`config.mk`:
```
export PLATFORM = sky130hd
export DESIGN_NAME = data_cache_flat
export DESIGN_NICKNAME = d
export VERILOG_FILES = /design/src/rtl/cache_defs.sv /design/src/rtl/data_cache_if.sv /design/src/rtl/data_cache_line_array.sv /design/src/rtl/data_cache.sv /design/src/flat_wrapper.sv
export SDC_FILE = /design/constraint.sdc
export NUM_CORES = 2
export LEC_CHECK = 0
export BUFFER_PORTS_ARGS = -buffer_cell sky130_fd_sc_hd__buf_2
export CAP_MARGIN = 20
export CORE_UTILIZATION = 45
export CTS_BUF_LIST = sky130_fd_sc_hd__clkbuf_8
export CTS_CLUSTER_SIZE = 16
export DETAILED_ROUTE_END_ITERATION = 6
export PLACE_DENSITY = 0.57
export SLEW_MARGIN = 20
export SYNTH_ARGS = -nofsm -noshare
export SYNTH_HDL_FRONTEND = slang
export SYNTH_SLANG_ARGS = --single-unit
```
`constraint.sdc`:
```
create_clock -name clk -period 7.6 [get_ports clk]
set_input_delay 0.76 -clock clk [delete_from_list [all_inputs] [get_ports clk]]
set_output_delay 0.76 -clock clk [all_outputs]
set_load 0.02 [all_outputs]
```
`src/rtl/cache_defs.sv`:
```
// Shared definitions for the data cache: FSM states, default geometry and
// helpers that derive the address field widths from the geometry.
package cache_defs;

    localparam int WORD_W         = 32;
    localparam int ADDR_W         = 32;
    localparam int DEF_NUM_SETS   = 16;
    localparam int DEF_LINE_WORDS = 4;

    typedef enum logic [2:0] {
        IDLE       = 3'd0,
        TAG_CHECK  = 3'd1,
        WRITE_BACK = 3'd2,
        ALLOCATE   = 3'd3,
        FILL_WAIT  = 3'd4
    } state_e;

    // Word offset within a line.
    function automatic int off_w(input int line_words);
        return $clog2(line_words);
    endfunction

    // Set index.
    function automatic int idx_w(input int num_sets);
        return $clog2(num_sets);
    endfunction

    // Tag is whatever sits above byte offset, word offset and index.
    function automatic int tag_w(input int num_sets, input int line_words);
        return ADDR_W - 2 - $clog2(num_sets) - $clog2(line_words);
    endfunction

endpackage

```
`src/rtl/data_cache_if.sv`:
```
// CPU-side and memory-side signals of the data cache. The cache uses the
// slave modport; the CPU/memory side (or a testbench) uses master.
interface data_cache_if #(
    parameter int LINE_WORDS = 4
);
    logic                     is_input_valid;
    logic [31:0]              addr;
    logic                     mem_rw;
    logic [31:0]              din;
    logic                     is_ready;
    logic                     is_output_valid;
    logic [31:0]              dout;
    logic                     is_hit;

    logic                     mem_req;
    logic                     mem_req_write;
    logic [31:0]              mem_req_addr;
    logic [32*LINE_WORDS-1:0] mem_req_data;
    logic                     mem_req_ready;
    logic                     mem_resp_valid;
    logic [32*LINE_WORDS-1:0] mem_resp_data;

    logic [31:0]              hit_count;
    logic [31:0]              miss_count;

    modport slave (
        input  is_input_valid, addr, mem_rw, din,
        input  mem_req_ready, mem_resp_valid, mem_resp_data,
        output is_ready, is_output_valid, dout, is_hit,
        output mem_req, mem_req_write, mem_req_addr, mem_req_data,
        output hit_count, miss_count
    );

    modport master (
        output is_input_valid, addr, mem_rw, din,
        output mem_req_ready, mem_resp_valid, mem_resp_data,
        input  is_ready, is_output_valid, dout, is_hit,
        input  mem_req, mem_req_write, mem_req_addr, mem_req_data,
        input  hit_count, miss_count
    );
endinterface

```
`src/rtl/data_cache_line_array.sv`:
```
// Line storage: valid/dirty/tag/data per set. One combinational read port,
// one word-write port (marks the line dirty) and one whole-line fill port
// (marks the line valid and clean). Only valid/dirty are reset.
module cache_line_array
    import cache_defs::*;
#(
    parameter int NUM_SETS   = DEF_NUM_SETS,
    parameter int LINE_WORDS = DEF_LINE_WORDS,
    parameter int TAG_W      = tag_w(DEF_NUM_SETS, DEF_LINE_WORDS)
) (
    input  logic                          clk_i,
    input  logic                          reset_i,
    input  logic [$clog2(NUM_SETS)-1:0]   rd_idx_i,
    output logic                          rd_valid_o,
    output logic                          rd_dirty_o,
    output logic [TAG_W-1:0]              rd_tag_o,
    output logic [WORD_W*LINE_WORDS-1:0]  rd_line_o,
    input  logic                          wr_en_i,
    input  logic [$clog2(NUM_SETS)-1:0]   wr_idx_i,
    input  logic [$clog2(LINE_WORDS)-1:0] wr_off_i,
    input  logic [WORD_W-1:0]             wr_data_i,
    input  logic                          fill_en_i,
    input  logic [$clog2(NUM_SETS)-1:0]   fill_idx_i,
    input  logic [TAG_W-1:0]              fill_tag_i,
    input  logic [WORD_W*LINE_WORDS-1:0]  fill_line_i
);
    localparam int LINE_W = WORD_W * LINE_WORDS;

    logic [NUM_SETS-1:0] valid_q;
    logic [NUM_SETS-1:0] dirty_q;
    logic [TAG_W-1:0]    tag_q  [NUM_SETS];
    logic [LINE_W-1:0]   data_q [NUM_SETS];

    assign rd_valid_o = valid_q[rd_idx_i];
    assign rd_dirty_o = dirty_q[rd_idx_i];
    assign rd_tag_o   = tag_q[rd_idx_i];
    assign rd_line_o  = data_q[rd_idx_i];

    // Line state bits: cleared on reset, set clean by a fill, dirtied by a store.
    always_ff @(posedge clk_i) begin
        if (reset_i) begin
            valid_q <= '0;
            dirty_q <= '0;
        end else begin
            if (fill_en_i) begin
                valid_q[fill_idx_i] <= 1'b1;
                dirty_q[fill_idx_i] <= 1'b0;
            end
            if (wr_en_i) begin
                dirty_q[wr_idx_i] <= 1'b1;
            end
        end
    end

    // Tag and data payload; no reset needed since valid gates every use.
    always_ff @(posedge clk_i) begin
        if (fill_en_i) begin
            tag_q[fill_idx_i]  <= fill_tag_i;
            data_q[fill_idx_i] <= fill_line_i;
        end
        if (wr_en_i) begin
            data_q[wr_idx_i][wr_off_i*WORD_W +: WORD_W] <= wr_data_i;
        end
    end

endmodule

```
`src/rtl/data_cache.sv`:
```
// Direct-mapped, write-back, write-allocate data cache. One request at a
// time: latch, tag check, optional victim write-back, line fill, replay.
module data_cache
    import cache_defs::*;
#(
    parameter int NUM_SETS   = DEF_NUM_SETS,
    parameter int LINE_WORDS = DEF_LINE_WORDS
) (
    input  logic      clk,
    input  logic      reset,
    data_cache_if.slave bus
);
    localparam int OFF_W  = off_w(LINE_WORDS);
    localparam int IDX_W  = idx_w(NUM_SETS);
    localparam int TAG_W  = tag_w(NUM_SETS, LINE_WORDS);
    localparam int LINE_W = WORD_W * LINE_WORDS;

    typedef struct packed {
        logic              rw;
        logic [TAG_W-1:0]  tag;
        logic [IDX_W-1:0]  idx;
        logic [OFF_W-1:0]  off;
        logic [WORD_W-1:0] din;
    } req_t;

    state_e      state_q, state_d;
    req_t        req_q, req_d;
    logic        replay_q, replay_d;
    logic [31:0] hit_cnt_q, hit_cnt_d;
    logic [31:0] miss_cnt_q, miss_cnt_d;

    logic              arr_valid, arr_dirty;
    logic [TAG_W-1:0]  arr_tag;
    logic [LINE_W-1:0] arr_line;
    logic              lookup_hit;
    logic              wr_en, fill_en;

    // Output copies, driven by the output process.
    logic              is_ready_o, is_output_valid_o, is_hit_o;
    logic [31:0]       dout_o;
    logic              mem_req_o, mem_req_write_o;
    logic [31:0]       mem_req_addr_o;
    logic [LINE_W-1:0] mem_req_data_o;

    // Byte-offset bits are never needed.
    logic unused_addr_lsb;
    assign unused_addr_lsb = ^bus.addr[1:0];

    cache_line_array #(
        .NUM_SETS   (NUM_SETS),
        .LINE_WORDS (LINE_WORDS),
        .TAG_W      (TAG_W)
    ) u_lines (
        .clk_i       (clk),
        .reset_i     (reset),
        .rd_idx_i    (req_q.idx),
        .rd_valid_o  (arr_valid),
        .rd_dirty_o  (arr_dirty),
        .rd_tag_o    (arr_tag),
        .rd_line_o   (arr_line),
        .wr_en_i     (wr_en),
        .wr_idx_i    (req_q.idx),
        .wr_off_i    (req_q.off),
        .wr_data_i   (req_q.din),
        .fill_en_i   (fill_en),
        .fill_idx_i  (req_q.idx),
        .fill_tag_i  (req_q.tag),
        .fill_line_i (bus.mem_resp_data)
    );

    assign lookup_hit = arr_valid && (arr_tag == req_q.tag);

    // State register.
    always_ff @(posedge clk) begin
        if (reset) state_q <= IDLE;
        else       state_q <= state_d;
    end

    // Request latch, replay flag and performance counters.
    always_ff @(posedge clk) begin
        if (reset) begin
            req_q      <= '0;
            replay_q   <= 1'b0;
            hit_cnt_q  <= '0;
            miss_cnt_q <= '0;
        end else begin
            req_q      <= req_d;
            replay_q   <= replay_d;
            hit_cnt_q  <= hit_cnt_d;
            miss_cnt_q <= miss_cnt_d;
        end
    end

    // Next state; also latches the request on accept and tracks whether the
    // current TAG_CHECK is the replay after a fill.
    always_comb begin
        state_d  = state_q;
        req_d    = req_q;
        replay_d = replay_q;
        case (state_q)
            IDLE: begin
                if (bus.is_input_valid) begin
                    req_d    = '{rw:  bus.mem_rw,
                                 tag: bus.addr[ADDR_W-1 -: TAG_W],
                                 idx: bus.addr[2+OFF_W +: IDX_W],
                                 off: bus.addr[2 +: OFF_W],
                                 din: bus.din};
                    replay_d = 1'b0;
                    state_d  = TAG_CHECK;
                end
            end
            TAG_CHECK: begin
                if (lookup_hit) begin
                    state_d = IDLE;
                end else begin
                    replay_d = 1'b1;
                    state_d  = (arr_valid && arr_dirty) ? WRITE_BACK : ALLOCATE;
                end
            end
            WRITE_BACK: if (bus.mem_req_ready)  state_d = ALLOCATE;
            ALLOCATE:   if (bus.mem_req_ready)  state_d = FILL_WAIT;
            FILL_WAIT:  if (bus.mem_resp_valid) state_d = TAG_CHECK;
            default:    state_d = IDLE;
        endcase
    end

    // Counters step once per request, on its first lookup only, and saturate.
    always_comb begin
        hit_cnt_d  = hit_cnt_q;
        miss_cnt_d = miss_cnt_q;
        if (state_q == TAG_CHECK && !replay_q) begin
            if (lookup_hit) begin
                if (hit_cnt_q != '1) hit_cnt_d = hit_cnt_q + 32'd1;
            end else begin
                if (miss_cnt_q != '1) miss_cnt_d = miss_cnt_q + 32'd1;
            end
        end
    end

    // Outputs and array write strobes decoded from the current state.
    always_comb begin
        is_ready_o        = 1'b0;
        is_output_valid_o = 1'b0;
        is_hit_o          = 1'b0;
        dout_o            = '0;
        mem_req_o         = 1'b0;
        mem_req_write_o   = 1'b0;
        mem_req_addr_o    = '0;
        mem_req_data_o    = '0;
        wr_en             = 1'b0;
        fill_en           = 1'b0;
        case (state_q)
            IDLE: is_ready_o = 1'b1;
            TAG_CHECK: begin
                if (lookup_hit) begin
                    is_output_valid_o = 1'b1;
                    is_hit_o          = !replay_q;
                    wr_en             = req_q.rw;
                    if (!req_q.rw) dout_o = arr_line[req_q.off*WORD_W +: WORD_W];
                end
            end
            WRITE_BACK: begin
                mem_req_o       = 1'b1;
                mem_req_write_o = 1'b1;
                mem_req_addr_o  = {arr_tag, req_q.idx, {(OFF_W+2){1'b0}}};
                mem_req_data_o  = arr_line;
            end
            ALLOCATE: begin
                mem_req_o      = 1'b1;
                mem_req_addr_o = {req_q.tag, req_q.idx, {(OFF_W+2){1'b0}}};
            end
            FILL_WAIT: fill_en = bus.mem_resp_valid;
            default: ;
        endcase
    end

    assign bus.is_ready        = is_ready_o;
    assign bus.is_output_valid = is_output_valid_o;
    assign bus.is_hit          = is_hit_o;
    assign bus.dout            = dout_o;
    assign bus.mem_req         = mem_req_o;
    assign bus.mem_req_write   = mem_req_write_o;
    assign bus.mem_req_addr    = mem_req_addr_o;
    assign bus.mem_req_data    = mem_req_data_o;
    assign bus.hit_count       = hit_cnt_q;
    assign bus.miss_count      = miss_cnt_q;

endmodule

```
`src/flat_wrapper.sv`:
```
// flat-port wrapper written by rule: the top's interface ports become plain ports
module data_cache_flat import cache_defs::*;
#(
    parameter int NUM_SETS   = DEF_NUM_SETS,
    parameter int LINE_WORDS = DEF_LINE_WORDS
)
  (clk, reset, bus_is_input_valid, bus_addr, bus_mem_rw, bus_din, bus_mem_req_ready, bus_mem_resp_valid, bus_mem_resp_data, bus_is_ready, bus_is_output_valid, bus_dout, bus_is_hit, bus_mem_req, bus_mem_req_write, bus_mem_req_addr, bus_mem_req_data, bus_hit_count, bus_miss_count);
  data_cache_if #(.LINE_WORDS(LINE_WORDS)) bus_i ();
  input  logic clk;
  input  logic reset;
  input wire logic [$bits(bus_i.is_input_valid)-1:0] bus_is_input_valid;
  input wire logic [$bits(bus_i.addr)-1:0] bus_addr;
  input wire logic [$bits(bus_i.mem_rw)-1:0] bus_mem_rw;
  input wire logic [$bits(bus_i.din)-1:0] bus_din;
  input wire logic [$bits(bus_i.mem_req_ready)-1:0] bus_mem_req_ready;
  input wire logic [$bits(bus_i.mem_resp_valid)-1:0] bus_mem_resp_valid;
  input wire logic [$bits(bus_i.mem_resp_data)-1:0] bus_mem_resp_data;
  output wire logic [$bits(bus_i.is_ready)-1:0] bus_is_ready;
  output wire logic [$bits(bus_i.is_output_valid)-1:0] bus_is_output_valid;
  output wire logic [$bits(bus_i.dout)-1:0] bus_dout;
  output wire logic [$bits(bus_i.is_hit)-1:0] bus_is_hit;
  output wire logic [$bits(bus_i.mem_req)-1:0] bus_mem_req;
  output wire logic [$bits(bus_i.mem_req_write)-1:0] bus_mem_req_write;
  output wire logic [$bits(bus_i.mem_req_addr)-1:0] bus_mem_req_addr;
  output wire logic [$bits(bus_i.mem_req_data)-1:0] bus_mem_req_data;
  output wire logic [$bits(bus_i.hit_count)-1:0] bus_hit_count;
  output wire logic [$bits(bus_i.miss_count)-1:0] bus_miss_count;
  assign bus_i.is_input_valid = bus_is_input_valid;
  assign bus_i.addr = bus_addr;
  assign bus_i.mem_rw = bus_mem_rw;
  assign bus_i.din = bus_din;
  assign bus_i.mem_req_ready = bus_mem_req_ready;
  assign bus_i.mem_resp_valid = bus_mem_resp_valid;
  assign bus_i.mem_resp_data = bus_mem_resp_data;
  assign bus_is_ready = bus_i.is_ready;
  assign bus_is_output_valid = bus_i.is_output_valid;
  assign bus_dout = bus_i.dout;
  assign bus_is_hit = bus_i.is_hit;
  assign bus_mem_req = bus_i.mem_req;
  assign bus_mem_req_write = bus_i.mem_req_write;
  assign bus_mem_req_addr = bus_i.mem_req_addr;
  assign bus_mem_req_data = bus_i.mem_req_data;
  assign bus_hit_count = bus_i.hit_count;
  assign bus_miss_count = bus_i.miss_count;
  data_cache #(.NUM_SETS(NUM_SETS), .LINE_WORDS(LINE_WORDS)) u_core (.clk(clk), .reset(reset), .bus(bus_i));
endmodule
```
==> flow_metrics.tcl <==
set metrics [dict create \
    final_layout_size_suffix_gt1_share_pct 33.64 \
    numCtsBuffers 437 \
    finalSetupViolations 0 \
    core_area_um2 230800 \
    crit_fanout 54 \
    p_sw_mw 9.013 \
    power.internal_mw 23.39 \
    synth-seq-cells 2599 \
    synthCells 5374 \
    relSlewSlack_pct 23.20 \
    grt_remaining_overflow 0 \
    ys_warn_count 0 \
    max_cap_violations 0 \
    grt_max_degree 122 \
    rows 176 \
    ys_dominant_reg_cell "edfxtp_1" \
    clk_latency_ns 1.11 \
    leakage_nw 39.69 \
    io_pins 459 \
    r2r_slack_ns 1.36 \
    clkPwrFrac_pct 34.9 \
    critPathMostFrequentCell "or4_1" \
    fin_tns_setup_ns 0 \
    seqPwrFrac_pct 49.8 \
    io_buffer_count 452 \
    routedWlPerCell_um 33.44 \
    nets 6420 \
    synthDistinctLibCells 75 \
    drt_wl_total_um 320900 \
    worstMarginPinSlew_ns 1.152 \
    max_freq_ghz 0.1371 \
    crit_slowest_cell "dfxtp_4" \
    start_kind "flop" \
    swShare_pct 27.81 \
    syn_area_um2 104800 \
    fill_cells 18610 \
    start_util_pct 45.42 \
    ant_nets 0 \
    grt_pass1_wl_um 444000 \
    rsz0062_at_grt "false" \
    slew_violations 0 \
    path_clk_slew_ns 0.07 \
    drc 0 \
    gp_congestion 0.8227 \
    finish.utilization_pct 52.38 \
    required_ns 6.84 \
    synth.most_common_cell "edfxtp_1" \
    hold_class "in2reg" \
    crit_path_end_kind "output pin" \
    cp.buffers_inverters 1 \
    antenna_found_initial 26 \
    status "complete, no violations" \
    fp.dieArea_um2 234900 \
    crit_chain "nor2b_1 > a22o_1 > a221oi_1 > mux2i_1 > o21ai_0 > or4_1 > or4_1 > or4_4 > a211oi_2 > buf_2" \
    vias_per_cell 6.006 \
    critPathMaxStageDelay_ns 0.94 \
    drt_iter0_drc 6265 \
    holdPathEnd "u_core.u_lines.data_q[1][101]" \
    ff2ff_path_depth 12 \
    synth_top_area_cell "edfxtp_1" \
    holdCritStartpoint "bus_mem_resp_data[101]" \
    power_mw 32.40 \
    cp_data_arrival_time_ns 6.53 \
    clock_sinks 2599 \
    grt_pass1_vias 57810 \
    clock_path_buffers 4 \
    min_period_ns 7.294 \
    synthTopCellsByCount "edfxtp_1 (2432), mux4_2 (742), nand2_1 (366)" \
    r2r-end "u_core.u_lines.data_q[15][43]" \
    avgSynthCellArea_um2 19.51 \
    yosys-top-cells-area "edfxtp_1 (70%), mux4_2 (16%), dfxtp_1 (3.2%)" \
    synth-async-reset-ratio_pct 0 \
    min_period_over_period_pct 95.97 \
    p_per_area_nw_per_um2 268.1 \
    yosysSeqAreaShare_pct 72.86 \
    crit_type "reg2out" \
    synth_top_area_share_pct 69.67 \
    comb_power_share_pct 15.3 \
    cts_resized 0 \
    syn2layout_area_growth_pct 15.32 \
    ir_drop_mv 0.1917 \
    cts_tree "done" \
    clockRootBuffer "clkbuf_8" \
    via_count 57630 \
    holdPathStages 3 \
    die_h_um 484.6 \
    hold_viol 0 \
    grt_usage_pct 27.20 \
    h-tree-depth 5 \
    hpwl_um 189900 \
    cp_top_family "simple AND/OR/NAND/NOR gates" \
    synth_edf_count 2432 \
    die_w_um 484.6 \
    clock_skew_ns 0.07550 \
    drt-pass1-iter-count 6 \
]
-- cell usage in the layout, fill, tap and decap left out, drive strengths merged, types with 4 or more instances in the layout --
master       count
or3             19
nor3            32
dlygate4sd3     61
a21oi          179
mux4           751
nor3b            6
buf            660
a31oi            9
and3            30
nand3           44
a211oi          12
clkbuf         450
and4            16
or3b            16
ha               7
o22ai            9
diode           23
mux2i          211
o31ai           24
nor2b           71
a311oi           5
nor2           158
dfxtp          167
bufinv           9
a22o             6
nor4             9
nand2b          13
and2           139
xor2             7
clkinvlp         4
or4             14
nand2          366
inv            286
nand4           27
o21ai           31
edfxtp        2432
clkinv         164
xnor2           18
conb             4
mux2            43
-- metal layers --
| metal | global-route usage [%] | wire (um) |
|---|---|---|
| met1 | 37.41 | 129800 |
| met4 | 11.78 | 14530 |
| met3 | 4.081 | 22660 |
| met2 | 43.35 | 153900 |
| met5 | 0 | 29 |
-- flip-flops by register name, indices dropped and copies added (netlist names), named ones only --
name and count:
u_core.u_lines.data_q 2048, u_core.u_lines.tag_q 384, u_core.req_q 63, u_core.bus.hit_count 32
u_core.bus.miss_count 32, u_core.u_lines.dirty_q 16, u_core.u_lines.valid_q 16, u_core.state_q 3
u_core.replay_q 1
-- power by group through the flow --
stage	sequential (mW)	clock, mW	combinational (mW)
6_report	16.1	11.3	4.97
4_1_cts	16.1	11.5	4.98
3_5_place_dp	16.4	0	4.94
3_3_place_gp	16.4	0	4.93
2_1_floorplan	16.2	0	2.98
5_1_grt	16.1	12.1	5.15
-- cells by family (layout without fill, tap and decap cells) --
logic type	count (synthesis)	in the layout	synth area share (%)
AOI/OAI and AO/OA	300	300	1.689
xor gates and xnor gates	25	25	0.2089
adders and majority gates	7	7	0.08355
buffers and inverters	465	1634	1.903
DFF	2599	2599	72.86
muxes	1005	1005	18.66
other	1	27	0.003577
and+or+nand+nor	972	972	4.597
-- what timing repair did --
item / in CTS / in global routing
hold buffers: 61 / 0
buffers inserted: 0 / 0
endpoints found under the hold margin: 65 / 0
-- metrics by stage --
stage | area [um2] | hold WS, ns | cells | setup WS, ns
after floorplan | 104800 | 0.4348 | 5377 | 2.099
after global placement | 112100 | 0.4439 | 8735 | 1.330
after detailed placement | 112100 | 0.4569 | 8735 | 1.334
after CTS | 120400 | 0.01536 | 9566 | 0.1213
after global routing | 120900 | 0.02893 | 9583 | 0.05933
final | 120900 | 0.08201 | 9595 | 0.3062
-- worst max path at each step --
| stage | cells after the start | startpoint | to |
|---|---|---|---|
| floorplan | 17 | flop | u_core.u_lines.data_q[10][0] |
| global placement | 10 | flop | bus_dout[29] |
| detailed placement | 10 | flop | bus_dout[23] |
| CTS | 10 | flop | bus_dout[23] |
| global route | 10 | flop | bus_dout[23] |
| finish | 10 | flop | bus_dout[23] |
-- worst register-to-register path: cells and delay by family (launching register included) --
family	cells	cell delay [ns]
multiplexers	2	1.57
AND/OR/NAND/NOR	6	1.32
flip-flops	1	1.04
buffers and inverters	3	1.84
AO/OA/AOI/OAI	1	0.12
-- cell type report --
class	instances	area, um2	area share, %
antenna	23	57.56	0.04761
clock inverter	323	1569	1.298
multi-input combinational	2313	27740	22.95
timing repair buffer	724	4647	3.844
tap	3026	3786	3.132
inverter	140	535.5	0.4430
sequential	2599	76400	63.20
clock buffer	447	6152	5.089
Note: power is estimated with default switching activity, not from simulation.
